==> config.mk <==
export PLATFORM = sky130hd
export DESIGN_NAME = ps2_rx_fifo
export DESIGN_NICKNAME = d
export VERILOG_FILES = /design/src/rtl/ps2_rx_fifo.sv
export SDC_FILE = /design/constraint.sdc
export NUM_CORES = 1
export LEC_CHECK = 0
export CAP_MARGIN = 25
export CORE_MARGIN = 2
export CORE_UTILIZATION = 62
export CTS_CLUSTER_SIZE = 25
export DETAILED_ROUTE_END_ITERATION = 7
export DONT_BUFFER_PORTS = 1
export HOLD_SLACK_MARGIN = 0.12
export PLACE_DENSITY = 0.75
export SETUP_SLACK_MARGIN = 0.2
export SLEW_MARGIN = 30
export SYNTH_ARGS = -nofsm -noshare
export SYNTH_HDL_FRONTEND = slang
export SYNTH_SLANG_ARGS = --single-unit
==> constraint.sdc <==
create_clock -name clk25 -period 2.58 [get_ports clk25]
set_input_delay 0.387 -clock clk25 [delete_from_list [all_inputs] [get_ports clk25]]
set_output_delay 0.387 -clock clk25 [all_outputs]
set_load 0.01 [all_outputs]
==> src/rtl/ps2_rx_fifo.sv <==
// PS/2 device-to-host receiver: pin conditioning, 11-bit deframing and a scan-code queue.
// Define PS2_RX_FIFO_EN for a 2**FIFO_DEPTH_LOG2 FIFO; otherwise a single holding register.
module ps2_rx_fifo #(
  parameter int FILTER_LEN      = 4,
  parameter int TIMEOUT_CYCLES  = 12500,
  parameter int FIFO_DEPTH_LOG2 = 2
) (
  input  logic       clk25,
  input  logic       reset_in,
  input  logic       PS2_Clk,
  input  logic       PS2_Data,
  output logic [7:0] code_o,
  output logic       code_valid_o,
  input  logic       code_rd_i,
  output logic       parity_err_o,
  output logic       frame_err_o,
  output logic       overflow_o,
  output logic       busy_o
);

  // state  | meaning
  // IDLE   | waiting for a start bit (data 0 on a filtered falling edge)
  // DATA   | shifting in 8 data bits, LSB first
  // PARITY | capturing the odd-parity bit
  // STOP   | checking stop bit and parity, then push or flag an error
  typedef enum logic [1:0] {S_IDLE, S_DATA, S_PARITY, S_STOP} state_t;

  localparam int FW = $clog2(FILTER_LEN + 1);
  localparam int TW = $clog2(TIMEOUT_CYCLES + 1);

  if (FIFO_DEPTH_LOG2 < 1) begin : g_depth_chk
    $error("FIFO_DEPTH_LOG2 must be at least 1");
  end

  logic          clk_s1, clk_s2, data_s1, data_s2;
  logic [FW-1:0] filt_cnt;
  logic          clk_filt, clk_filt_d, fall;

  state_t        state;
  logic [2:0]    bit_cnt;
  logic [7:0]    shreg;
  logic          par_bit;
  logic [TW-1:0] to_cnt;

  logic          timeout, stop_ev, par_ok, push, pop;

  always_ff @(posedge clk25 or posedge reset_in) begin
    if (reset_in) begin
      clk_s1  <= 1'b1;
      clk_s2  <= 1'b1;
      data_s1 <= 1'b1;
      data_s2 <= 1'b1;
    end else begin
      clk_s1  <= PS2_Clk;
      clk_s2  <= clk_s1;
      data_s1 <= PS2_Data;
      data_s2 <= data_s1;
    end
  end

  // Filtered clock only moves after FILTER_LEN consecutive samples disagree with it.
  always_ff @(posedge clk25 or posedge reset_in) begin
    if (reset_in) begin
      filt_cnt   <= '0;
      clk_filt   <= 1'b1;
      clk_filt_d <= 1'b1;
      fall       <= 1'b0;
    end else begin
      clk_filt_d <= clk_filt;
      fall       <= clk_filt_d & ~clk_filt;
      if (clk_s2 == clk_filt) begin
        filt_cnt <= '0;
      end else if (filt_cnt == FW'(FILTER_LEN - 1)) begin
        clk_filt <= clk_s2;
        filt_cnt <= '0;
      end else begin
        filt_cnt <= filt_cnt + 1'b1;
      end
    end
  end

  assign timeout = (state != S_IDLE) && !fall && (to_cnt == '0);
  assign stop_ev = (state == S_STOP) && fall;
  assign par_ok  = ^{shreg, par_bit};
  assign push    = stop_ev && data_s2 && par_ok;

  always_ff @(posedge clk25 or posedge reset_in) begin
    if (reset_in) begin
      state        <= S_IDLE;
      bit_cnt      <= '0;
      shreg        <= '0;
      par_bit      <= 1'b0;
      to_cnt       <= TW'(TIMEOUT_CYCLES - 1);
      busy_o       <= 1'b0;
      parity_err_o <= 1'b0;
      frame_err_o  <= 1'b0;
    end else begin
      parity_err_o <= 1'b0;
      frame_err_o  <= 1'b0;

      // Inter-edge watchdog: reloaded on every falling edge, runs down while a frame is open.
      if (fall)
        to_cnt <= TW'(TIMEOUT_CYCLES - 1);
      else if (state != S_IDLE && to_cnt != '0)
        to_cnt <= to_cnt - 1'b1;

      if (timeout) begin
        state       <= S_IDLE;
        busy_o      <= 1'b0;
        frame_err_o <= 1'b1;
      end else if (fall) begin
        case (state)
          S_IDLE: begin
            if (!data_s2) begin
              state   <= S_DATA;
              bit_cnt <= '0;
              busy_o  <= 1'b1;
            end
          end
          S_DATA: begin
            shreg   <= {data_s2, shreg[7:1]};
            bit_cnt <= bit_cnt + 1'b1;
            if (bit_cnt == 3'd7)
              state <= S_PARITY;
          end
          S_PARITY: begin
            par_bit <= data_s2;
            state   <= S_STOP;
          end
          S_STOP: begin
            state  <= S_IDLE;
            busy_o <= 1'b0;
            if (!data_s2)
              frame_err_o <= 1'b1;
            else if (!par_ok)
              parity_err_o <= 1'b1;
          end
          default: state <= S_IDLE;
        endcase
      end
    end
  end

`ifdef PS2_RX_FIFO_EN
  localparam int DEPTH = 1 << FIFO_DEPTH_LOG2;

  logic [7:0]               mem [DEPTH];
  logic [FIFO_DEPTH_LOG2:0] wr_ptr, rd_ptr;
  logic                     full, empty, wr_en, drop;

  // Pointers carry one extra wrap bit so full and empty are distinguishable.
  assign empty = (wr_ptr == rd_ptr);
  assign full  = ((wr_ptr ^ rd_ptr) == {1'b1, {FIFO_DEPTH_LOG2{1'b0}}});
  assign pop   = code_rd_i && !empty;
  assign wr_en = push && (!full || pop);
  assign drop  = push && full && !pop;

  always_ff @(posedge clk25 or posedge reset_in) begin
    if (reset_in) begin
      for (int i = 0; i < DEPTH; i++)
        mem[i] <= '0;
      wr_ptr     <= '0;
      rd_ptr     <= '0;
      overflow_o <= 1'b0;
    end else begin
      if (wr_en) begin
        mem[wr_ptr[FIFO_DEPTH_LOG2-1:0]] <= shreg;
        wr_ptr <= wr_ptr + 1'b1;
      end
      if (pop)
        rd_ptr <= rd_ptr + 1'b1;
      if (pop)
        overflow_o <= 1'b0;
      else if (drop)
        overflow_o <= 1'b1;
    end
  end

  assign code_o       = mem[rd_ptr[FIFO_DEPTH_LOG2-1:0]];
  assign code_valid_o = !empty;
`else
  logic [7:0] hold_q;
  logic       hold_v;

  assign pop = code_rd_i && hold_v;

  always_ff @(posedge clk25 or posedge reset_in) begin
    if (reset_in) begin
      hold_q     <= '0;
      hold_v     <= 1'b0;
      overflow_o <= 1'b0;
    end else begin
      if (push && (!hold_v || pop)) begin
        hold_q <= shreg;
        hold_v <= 1'b1;
      end else if (pop) begin
        hold_v <= 1'b0;
      end
      if (pop)
        overflow_o <= 1'b0;
      else if (push && hold_v)
        overflow_o <= 1'b1;
    end
  end

  assign code_o       = hold_q;
  assign code_valid_o = hold_v;
`endif

endmodule
Word level (Yosys, flattened, before mapping)
Index checks and enable logic that the tools add are counted.
{"block": "classes", "n_addsub": 3, "eq_ne": 9, "muxes": 28, "n_reduce_logical": 29, "bitwise": 4}
{"operator": "2-to-1 mux 14 bit", "count": 2}
{"operator": "2-to-1 mux 1 bit", "count": 16}
{"operator": "logical NOT 14 bit", "count": 1}
{"operator": "nonzero test 14 bit", "count": 1}
{"operator": "subtractor 14 x 1 -> 14 bit, second input constant", "count": 1}
{"operator": "AND reduction 3 bit", "count": 4}
{"operator": "nonzero test 2 bit", "count": 6}
{"operator": "logical AND 1 bit", "count": 9}
{"operator": "2-to-1 mux 3 bit", "count": 3}
{"operator": "parity 9 bit", "count": 1}
{"operator": "2-to-1 mux 2 bit", "count": 4}
{"operator": "one-hot mux 2 bit (4 select lines)", "count": 1}
{"operator": "adder 3 x 1 -> 3 bit, second input constant", "count": 2}
{"operator": "inequality test 3 bit, second input constant", "count": 2}
{"operator": "one-hot mux 3 bit (2 select lines)", "count": 1}
{"operator": "== test 2 bit, second input constant", "count": 2}
{"operator": "AND reduction 4 bit", "count": 1}
{"operator": "== test 3 x 2 -> 1 bit, second input constant", "count": 1}
{"operator": "== test 3 bit, second input constant", "count": 1}
{"operator": "inverter 1 bit", "count": 3}
{"operator": "nonzero test 3 bit", "count": 1}
{"operator": "== test 2 x 1 -> 1 bit, second input constant", "count": 1}
{"operator": "logical NOT 1 bit", "count": 2}
{"operator": "logical NOT 2 bit", "count": 1}
{"operator": "other kinds (6)", "count": 6}
{"block": "totals", "out_inout_bits": 13, "reg_bits": 51, "in_bits": 5}

Longest topological paths before layout
{"block": "depth", "word_depth": 7, "ltp_mapped": 6}

Least setup slack after synthesis
No wires, ideal clock.
{"block": "synth_path", "kind": "reg2reg", "start": "register to_cnt[5]", "end": "register to_cnt[11]", "n_path_buf": 1, "t_arrival_ns": 1.981, "stages_incl_launch_ff": 6, "setup_slack_ns": 0.522, "t_required_ns": 2.503, "cell_sequence": "dfrtp_1 > or4_1 > clkbuf_2 > or4_1 > or4_1 > a21oi_1"}
{"block": "synth_between", "elab_chain_len": 3, "word_cells_on_any_way": 6}
{"item": "start: declaration", "line_no": "43", "source": "logic [TW-1:0] to_cnt;"}
{"item": "start signal: assignment", "line_no": "93", "source": "to_cnt <= TW'(TIMEOUT_CYCLES - 1);"}
{"item": "start signal: assignment", "line_no": "103", "source": "to_cnt <= TW'(TIMEOUT_CYCLES - 1);"}
{"item": "start signal: assignment", "line_no": "105", "source": "to_cnt <= to_cnt - 1'b1;"}
{"item": "subtractor 14 x 1 -> 14 bit or nonzero test 14 bit (tied branches)", "line_no": "105, 104"}
{"item": "2-to-1 mux 14 bit or logical AND 1 bit (tied branches)", "line_no": "104", "source": "else if (state != S_IDLE && to_cnt != '0)"}
{"item": "2-to-1 mux 14 bit or nonzero test 2 bit (tied branches)"}
Several ways; a longest one is shown, not always the timed one. The select of a mux whose other input is x is not followed.
A chain may end at the register's enable or synchronous reset.

Worst setup path in the final report
{"block": "layout_path", "start": "register to_cnt[8]", "end": "register to_cnt[13]"}
The elaborated chain is that of the path after synthesis.

==> out/metrics.cfg <==
[detailed_routing]
drt_pre_antenna_iters=4
routed_wl_um=4280
post-route-drc-count=0
drtAntennaViolNets=0
detail_route.wl_per_cell_um=16.5
detailroute.via_count=1583
vias_per_cell=6.09
first_iter_violations=105

[timing]
finalCriticalPeriod_ns=2.25
finClkSkew_ns=0.00616
maxClockFrequency_ghz=0.444
final.setup.tns_ns=0
rsz0062_at_grt=yes
slew-limit-headroom=0.599
drv_slew=0
fin_ws_ns=0.328
final_hold_viol_count=0
setup_violations=0
layout_worst_path_cycle_share=0.873
transition_at_the_pin_with_the_smallest_max_transition_slack_ns=0.596
final.hold.worst_slack_ns=0.291

[yosys]
ys_types=44
synthArstFlopShare=1.00
avgSynthCellArea_um2=11.9
synth_flop_cell=sky130_fd_sc_hd__dfrtp_1
ys_seq_elements=51
synth-edff-count=0
netlist_top_cells_area=sky130_fd_sc_hd__dfrtp_1 (40%), sky130_fd_sc_hd__dfstp_2 (14%), sky130_fd_sc_hd__mux2_2 (8.4%)
syn-num-nets=214
synth_largest_type_area_fraction=0.396
ys_warn_count=0
synthesis.instances=201
synth_seq_area_share=0.539
syn_area_um2=2400
netlist.top_cell.by_area=sky130_fd_sc_hd__dfrtp_1

[die]
floorplan.die.width_um=66.2
placementRows=22
design.die.area_um2=4380
design.portCount=18
initial_utilization=0.651
design.core.area_um2=3690
chipHeight_um=66.2

[critical_path]
cell_depth_of_the_worst_setup_path=4
r2r_end=to_cnt[13]$_DFFE_PP1P_
worstReg2RegStart=to_cnt[8]$_DFFE_PP0P_
critical-path-slowest-cell=sky130_fd_sc_hd__or4_1
setup.reg_to_reg.worst_slack_ns=0.33
crit_path_start_kind=flip-flop
criticalPathCategory=flip-flop to flip-flop
endpoint_kind=flip-flop
cp_max_fo=10
timing.critical_path.arrival_ns=2.48
path_delay_family=simple AND/OR/NAND/NOR gates
worst_path_largest_cell_delay_ns=0.65
worstPathRequired_ns=2.81
path_cells=or4_1, nor4_4, nor3_1, or3b_2
ff2ff_path_depth=4
cp.buffers_inverters=0

[clocking]
sink_count=51
clk_latency_ns=0.31
ctsHtreeMaxLevel=2
cts_tree=built
cts_root_buffer=sky130_fd_sc_hd__clkbuf_8
cts_buffers=5
cts.clk_slew.worst_paths_ns=0.09
cts_max_path_buffers=2
setup_buffers_after_cts=0

[min_path]
hold_path_depth=3
min_path_type=input port to flip-flop
holdPathEnd=overflow_o$_DFFE_PP0P_
hold_start=code_rd_i

[grt]
grt_antenna_before_repair=0
grt_max_degree=52
grt-ovfl-total=0
track_usage=0.232
grt_first_pass_wirelength_um=7520
first_global_vias=1634

[finish]
fillCellCount=282
layout.nets=224
finalCoreUtilization=0.700
number_of_antenna_diodes=0
fin_cells=260
final_design_area_no_fill_um2=2580
area_growth_pct=7.66
drive_gt1_frac=0.255

[placement]
placed_area_um2=2460
gpl.final_weighted_congestion=0.831
dp_cells=249
port_buffers=0
dp_worst_setup_slack_ns=0.368
detailedPlacementHpwl_um=3090

[outcome]
run_status=finished, final reports clean

[flow_run]
max_cap_viol_count=0

[pwr]
max-vdd-ir-drop_mv=0.671
cellLeakagePower_nw=1.14
totalPowerFinal_mw=2.57
power_density_over_cell_area_nw_per_um2=997

-- metal layers --
layer | vias up | track usage | part of all wire
li1 | 761 | - | -
met1 | 785 | 0.292 | 0.44
met2 | 32 | 0.384 | 0.50
met3 | 5 | 0.0562 | 0.039
met4 | 0 | 0.0969 | 0.014
met5 | - | 0 | 0
-- final cells by class --
type                       count  area (um^2)  area share
clock buffer                   5         68.8      0.0266
clock inverter                 3         18.8     0.00726
inverter                      11         43.8      0.0169
multi-input combinational    135         1040       0.402
sequential                    51         1290       0.500
tap                           48         60.1      0.0232
timing repair buffer           7         60.1      0.0232
-- worst max path at each step --
stage                          startpoint  slack [ns]                      to
global placement    to_cnt[8]$_DFFE_PP0P_        0.44  to_cnt[13]$_DFFE_PP1P_
detailed placement  to_cnt[8]$_DFFE_PP0P_        0.37  to_cnt[13]$_DFFE_PP1P_
CTS                 to_cnt[8]$_DFFE_PP0P_        0.35  to_cnt[13]$_DFFE_PP1P_
floorplan           to_cnt[5]$_DFFE_PP0P_        0.52  to_cnt[11]$_DFFE_PP0P_
finish              to_cnt[8]$_DFFE_PP0P_        0.33  to_cnt[13]$_DFFE_PP1P_
global route         state[0]$_DFFE_PP0P_        0.19   to_cnt[8]$_DFFE_PP0P_
-- synthesized netlist by cell type, drive strengths merged (6+ instances only) --
| library cell | number |
|---|---|
| dfrtp | 38 |
| mux2 | 18 |
| o21ai | 14 |
| dfstp | 13 |
| inv | 11 |
| nand2 | 11 |
| a21oi | 8 |
| ha | 8 |
| nor2 | 7 |
| or4 | 7 |
| nor2b | 6 |
-- where the power goes --
| group | total, mW | switching (mW) | leakage [nW] | internal, mW |
|---|---|---|---|---|
| registers | 1.22 | 0.196 | 0.651 | 1.03 |
| clock network | 0.462 | 0.270 | 0.0483 | 0.191 |
| logic | 0.891 | 0.459 | 0.437 | 0.432 |
-- kinds of logic (layout without fill, tap and decap cells) --
logic type                 count (synthesis)  after routing  synth area share
and+or+nand+nor                           59             59             0.148
DFF                                       51             51             0.539
AOI/OAI and AO/OA                         41             41             0.110
muxes                                     19             19            0.0902
buffers and inverters                     15             26            0.0313
adders and majority gates                  8              8            0.0417
xor gates and xnor gates                   8              8            0.0407
-- layout by cell type, fill, tap and decap left out, types with 3 or more instances in the layout --
cell,count
sky130_fd_sc_hd__dfrtp_1,38
sky130_fd_sc_hd__clkbuf_8,5
sky130_fd_sc_hd__buf_4,4
sky130_fd_sc_hd__xnor2_1,4
sky130_fd_sc_hd__inv_1,10
sky130_fd_sc_hd__dlygate4sd3_1,3
sky130_fd_sc_hd__ha_1,8
sky130_fd_sc_hd__nor3_1,5
sky130_fd_sc_hd__a21oi_1,8
sky130_fd_sc_hd__dfstp_2,13
sky130_fd_sc_hd__nand2_1,11
sky130_fd_sc_hd__nor4_1,3
sky130_fd_sc_hd__or4_1,6
sky130_fd_sc_hd__nand3_1,4
sky130_fd_sc_hd__nor2b_1,6
sky130_fd_sc_hd__o21ai_0,14
sky130_fd_sc_hd__o311ai_0,3
sky130_fd_sc_hd__o31ai_1,5
sky130_fd_sc_hd__nor2_1,7
sky130_fd_sc_hd__mux2_2,18
-- sequential cells by signal, summed over array words and instances (netlist names) --
| signal | count |
|---|---|
| par_bit | 1 |
| busy_o | 1 |
| data_s2 | 1 |
| shreg | 8 |
| filt_cnt | 3 |
| bit_cnt | 3 |
| clk_s2 | 1 |
| clk_filt | 1 |
| clk_filt_d | 1 |
| clk_s1 | 1 |
| code_valid_o | 1 |
| parity_err_o | 1 |
| fall | 1 |
| data_s1 | 1 |
| frame_err_o | 1 |
| code_o | 8 |
| to_cnt | 14 |
| overflow_o | 1 |
| state | 2 |
-- timing repair --
action                                  CTS  global route
gates resized for setup                   0             2
endpoints found under the setup margin    0             2
hold buffers                              3             0
hold endpoints to repair                 40             0
-- worst register-to-register path, stage by stage (launching register included) --
cell                      delay, ns
sky130_fd_sc_hd__dfrtp_1       0.45
sky130_fd_sc_hd__or4_1         0.65
sky130_fd_sc_hd__nor4_4        0.54
sky130_fd_sc_hd__nor3_1        0.09
sky130_fd_sc_hd__or3b_2        0.45
(Power assumes the default switching activity.)
